**src/rtl/pipe_alu.sv**
```systemverilog
// Pipelined ALU: single-cycle ops finish in one cycle, multiply-class ops take
// MUL_LAT cycles and hold the unit busy in EXEC while they run.
module pipe_alu #(
    parameter int WIDTH   = 8,
    parameter int MUL_LAT = 3
) (
    input  logic                 clk,
    input  logic                 rst,
    input  logic                 start_i,
    input  logic [3:0]           op_i,
    input  logic [WIDTH-1:0]     a_i,
    input  logic [WIDTH-1:0]     b_i,
    output logic                 ready_o,
    output logic                 done_o,
    output logic [2*WIDTH-1:0]   result_o,
    output logic                 zero_o,
    output logic                 err_o
);
    localparam int W2 = 2 * WIDTH;
    localparam logic IDLE = 1'b0;
    localparam logic EXEC = 1'b1;
    localparam logic MULTI_EN = (MUL_LAT > 1);
    // EXEC ends on the edge where the counter steps from MUL_LAT-2 to MUL_LAT-1.
    localparam logic [3:0] LAST_EXEC = 4'(MUL_LAT > 1 ? MUL_LAT - 2 : 0);

    logic               state_reg;
    logic [3:0]         cnt_reg;
    logic [3:0]         op_reg;
    logic [WIDTH-1:0]   a_reg;
    logic [WIDTH-1:0]   b_reg;
    logic               done_reg;
    logic [W2-1:0]      result_reg;
    logic               zero_reg;
    logic               err_reg;

    logic [3:0]         op_sel;
    logic [WIDTH-1:0]   a_sel;
    logic [WIDTH-1:0]   b_sel;
    logic [W2-1:0]      sa;
    logic [W2-1:0]      sb;
    logic [W2-1:0]      alu_res;
    logic               alu_illegal;
    logic               is_multi;

    // One shared datapath: live inputs in IDLE, captured operands in EXEC.
    assign op_sel = (state_reg == EXEC) ? op_reg : op_i;
    assign a_sel  = (state_reg == EXEC) ? a_reg  : a_i;
    assign b_sel  = (state_reg == EXEC) ? b_reg  : b_i;
    assign sa     = {{WIDTH{1'b0}}, a_sel};
    assign sb     = {{WIDTH{1'b0}}, b_sel};
    assign is_multi = (op_i == 4'd4) || (op_i >= 4'd7 && op_i <= 4'd10);

    always_comb begin
        alu_res     = '0;
        alu_illegal = 1'b0;
        case (op_sel)
            4'd0:    alu_res = '0;
            4'd1:    alu_res = sa + sb;
            4'd2:    alu_res = sa & sb;
            4'd3:    alu_res = sa - sb;
            4'd4:    alu_res = sa * sb;
            4'd5:    alu_res = {a_sel, b_sel} >> 1;
            4'd6:    alu_res = {a_sel, b_sel} << 1;
            4'd7:    alu_res = (sa * sb) - sa;
            4'd8:    alu_res = ((sa * sb) << 2) - sa;
            4'd9:    alu_res = (sa * sb) + sa;
            4'd10:   alu_res = (sa << 1) + sa;
            4'd11:   alu_res = sa ^ sb;
            4'd12:   alu_res = sa | sb;
            4'd13:   alu_res = {{WIDTH{1'b0}}, ~(a_sel ^ b_sel)};
            default: alu_illegal = 1'b1;
        endcase
    end

    always_ff @(posedge clk) begin
        if (rst) begin
            state_reg  <= IDLE;
            cnt_reg    <= '0;
            op_reg     <= '0;
            a_reg      <= '0;
            b_reg      <= '0;
            done_reg   <= 1'b0;
            result_reg <= '0;
            zero_reg   <= 1'b0;
            err_reg    <= 1'b0;
        end else begin
            done_reg <= 1'b0;
            case (state_reg)
                IDLE: begin
                    if (start_i) begin
                        cnt_reg <= '0;
                        if (is_multi && MULTI_EN) begin
                            state_reg <= EXEC;
                            op_reg    <= op_i;
                            a_reg     <= a_i;
                            b_reg     <= b_i;
                        end else begin
                            done_reg   <= 1'b1;
                            result_reg <= alu_res;
                            zero_reg   <= (alu_res == '0);
                            err_reg    <= alu_illegal;
                        end
                    end
                end
                default: begin
                    cnt_reg <= cnt_reg + 4'd1;
                    if (cnt_reg == LAST_EXEC) begin
                        state_reg  <= IDLE;
                        done_reg   <= 1'b1;
                        result_reg <= alu_res;
                        zero_reg   <= (alu_res == '0);
                        err_reg    <= alu_illegal;
                    end
                end
            endcase
        end
    end

    assign ready_o  = (state_reg == IDLE);
    assign done_o   = done_reg;
    assign result_o = result_reg;
    assign zero_o   = zero_reg;
    assign err_o    = err_reg;
endmodule

```
**config.mk**
```make
export PLATFORM = sky130hd
export DESIGN_NAME = pipe_alu
export DESIGN_NICKNAME = d
export VERILOG_FILES = /design/src/rtl/pipe_alu.sv
export SDC_FILE = /design/constraint.sdc
export NUM_CORES = 1
export LEC_CHECK = 0
export BUFFER_PORTS_ARGS = -buffer_cell sky130_fd_sc_hd__buf_2
export CORE_MARGIN = 3
export CORE_UTILIZATION = 60
export CTS_BUF_LIST = sky130_fd_sc_hd__clkbuf_16
export CTS_CLUSTER_SIZE = 40
export DETAILED_ROUTE_END_ITERATION = 7
export PLACE_DENSITY = 0.79
export SYNTH_ARGS = -nofsm -noshare
export SYNTH_HDL_FRONTEND = slang
export SYNTH_SLANG_ARGS = --single-unit
```
**constraint.sdc**
```tcl
create_clock -name clk -period 15.4 [get_ports clk]
set_input_delay 0 -clock clk [delete_from_list [all_inputs] [get_ports clk]]
set_output_delay 0 -clock clk [all_outputs]
set_load 0.005 [all_outputs]
```
==> metrics <==
FF+latch count, synth=between 40 and 50; Post-synth EDFFs=0; Clock Latency Late Sink=0.29 ns; router iterations before antenna repair=5; Area growth, synth to finish=7.18%; Rows=40; Hold Violations, Final=0; worst reg2reg path startpoint=state_reg$_SDFF_PP0_; clk root buf=clkbuf_16; antenna-violating nets left=0; slew margin rel.=0.325; fin nets=1146; Final setup viols=0; max reg flops=16; total track usage=0.344; vias in the first global route=7102; vias=7382; CP Capture Type=register; Post-route DRC=0; Post-synth top flop=dfxtp_1; Post-Syn Nets=1117; largest net degree at the start of global routing=58; Mean Syn Cell Area=7.86 um^2; Post-Syn Instances=roughly 960; post-layout min period=8.16 ns; Detailed Route WL=24200 um; HPWL after DPL=around 19000 um; Post-Syn Area=7510 um^2; chip width=between 100 and 150 um; Worst R2R Path Depth=26; fin crit share=0.530; critical path data arrival time=between 8 and 9 ns; internal power=between 500 and 600 uW; die height=118 um; leakage power=3.73 nW; max cap viols=0; Tot Pwr=1.30 mW; hold_sp=b_i[4]; RSZ-0062 raised after global routing=false; kind of critical path=register to register; clk sinks=44; IO Port Bufs=42; Cell Area, Placed=7820 um^2; initial core utilization=0.620; status=completed; Combinational Power Share=0.821; grt total ovfl=0; Worst-Margin Slew=about 1 ns; CTS clk-pin slew, worst paths=0.06 ns; Final Max Slew Viols=0; Total Die Area=13900 um^2; Via density=around 6.4; # IOs=43; r2r setup slk=7.24 ns; setup TNS=0 ns; fillers=roughly 1100; sequential share of power=0.099; crit path launch type=register; DR WL/cell=21.0 um; YS warnings=0; most common cell after layout, fill and taps aside=nor2_1; core region area=approximately 12000 um^2; clock skew=about 0.0056 ns; Worst Path Max Fanout=57; Hold EP=b_reg[4]$_SDFFE_PP0P_; ranking of synthesized cells by area=ha_1 (16%), dfxtp_1 (12%), fa_1 (11%), nor2_1 (6.5%), mux2i_1 (4.7%); CTS tree=done; largest area contributor in the netlist=ha_1; post-synth top area share=0.165; H-tree levels=2; Pwr Density=roughly 160 nW/um^2; Critical Path RT=15.63 ns; Sw Share=0.548; hold depth=3; Max Root-Sink Buffers=2; commonest cells after routing, fill and taps aside=nor2_1 (130), ha_1 (99), inv_1 (89), nand2_1 (68), a21oi_1 (59); Worst R2R End=zero_o$_SDFFE_PP0P_; design area=8050 um^2; async set or reset register ratio after synthesis=0; initial antenna violation count=0; HP Class=primary input to register; fmax=123 MHz; Num CTS Buffers=5; initial DRC count=854; Setup Fix Bufs, Post-CTS=0; global-route wire length before repair=38600 um; register area share after synthesis=0.117; GPL Wtd Cong=1.03; layout cell share with drive strength beyond 1=0.0925; switching power total=712 uW; number of library cell types mapped by synthesis=77; # diodes=0; Peak VDD IR=0.202 mV; clock share of power=0.079
## synth_stat cells, types with 8 or more instances
cell type,count
a211oi_1,20
a21o_1,12
a21oi_1,59
a221oi_1,8
a31oi_1,10
clkbuf_1,28
dfxtp_1,44
fa_1,40
ha_1,99
inv_1,89
mux2i_1,35
nand2_1,68
nand3_1,10
nand4_1,8
nor2_1,130
nor2b_1,12
nor3_1,14
nor3b_1,9
o21ai_0,44
o22ai_1,10
xnor2_1,26
xor2_1,21
## routing by layer
metal / vias to the layer above / part of all wire / GRT usage
li1: 3447 / - / -
met2: 427 / 0.45 / 0.554
met3: 85 / 0.10 / 0.0625
met1: 3423 / 0.41 / 0.464
met5: - / 0 / 0
met4: 0 / 0.039 / 0.124
## power groups by stage
stage               Combinational (mW)  Sequential [mW]  Clock (mW)
floorplan                        0.796            0.131           0
global placement                  1.03            0.131           0
detailed placement                1.03            0.131           0
CTS                               1.04            0.129       0.105
global route                      1.17            0.130       0.110
finish                            1.07            0.129       0.103
## worst max path at each step
stage | startpoint | endpoint | slack, ns | cells after the start
global placement | state_reg$_SDFF_PP0_ | zero_o$_SDFFE_PP0P_ | 7.62 | 29
CTS | state_reg$_SDFF_PP0_ | zero_o$_SDFFE_PP0P_ | 7.30 | 26
finish | state_reg$_SDFF_PP0_ | zero_o$_SDFFE_PP0P_ | 7.24 | 26
detailed placement | state_reg$_SDFF_PP0_ | zero_o$_SDFFE_PP0P_ | 7.33 | 26
global route | state_reg$_SDFF_PP0_ | zero_o$_SDFFE_PP0P_ | 6.60 | 26
floorplan | state_reg$_SDFF_PP0_ | zero_o$_SDFFE_PP0P_ | 8.02 | 31
## critical path, stage by stage (launching register included)
cell	delay, ns
dfxtp_2	0.31
buf_4	0.56
mux2i_1	0.87
inv_1	0.42
nand2_1	0.20
fa_1	0.44
fa_1	0.50
inv_1	0.06
fa_1	0.53
inv_1	0.06
fa_1	0.53
inv_1	0.05
ha_1	0.37
and3_1	0.23
a22oi_1	0.25
a21oi_1	0.15
xor2_1	0.50
ha_1	0.44
a21oi_1	0.24
nor2_1	0.07
a211oi_1	0.24
o21ai_0	0.17
mux2i_1	0.15
a211oi_1	0.29
nand2_1	0.09
nor4_1	0.18
a31o_1	0.17
## repair_timing
action                                 4_1_cts  5_1_grt
gates resized for setup                      0        0
endpoints found under the hold margin        9        0
hold buffers                                 9        0
## per-stage QoR
stage	utilization	hold slack, ns	std cells	worst slack, ns
4_1_cts	0.665	0.00216	1152	7.30
6_report	0.665	0.00551	1152	7.24
3_3_place_gp	0.646	0.252	1136	7.62
2_1_floorplan	-	0.144	955	8.02
3_5_place_dp	0.646	0.262	1136	7.33
5_1_grt	0.665	0.0272	1152	6.60
## layout make-up
type,count,area (um^2),share of cell area
tap,168,210,0.0261
inverter,89,334,0.0415
timing repair buffer,67,420,0.0522
clock inverter,2,12.5,0.00155
clock buffer,5,125,0.0155
sequential,44,882,0.110
multi-input combinational,777,6070,0.753
## logic make-up after synthesis
group | Yosys count | synth area share
simple gates | 299 | 0.189
compound gates | 248 | 0.225
fa+ha+maj | 139 | 0.272
buf+inv | 134 | 0.0751
xor+xnor | 47 | 0.0548
mux | 44 | 0.0671
flops | 44 | 0.117
(Power assumes the default switching activity.)
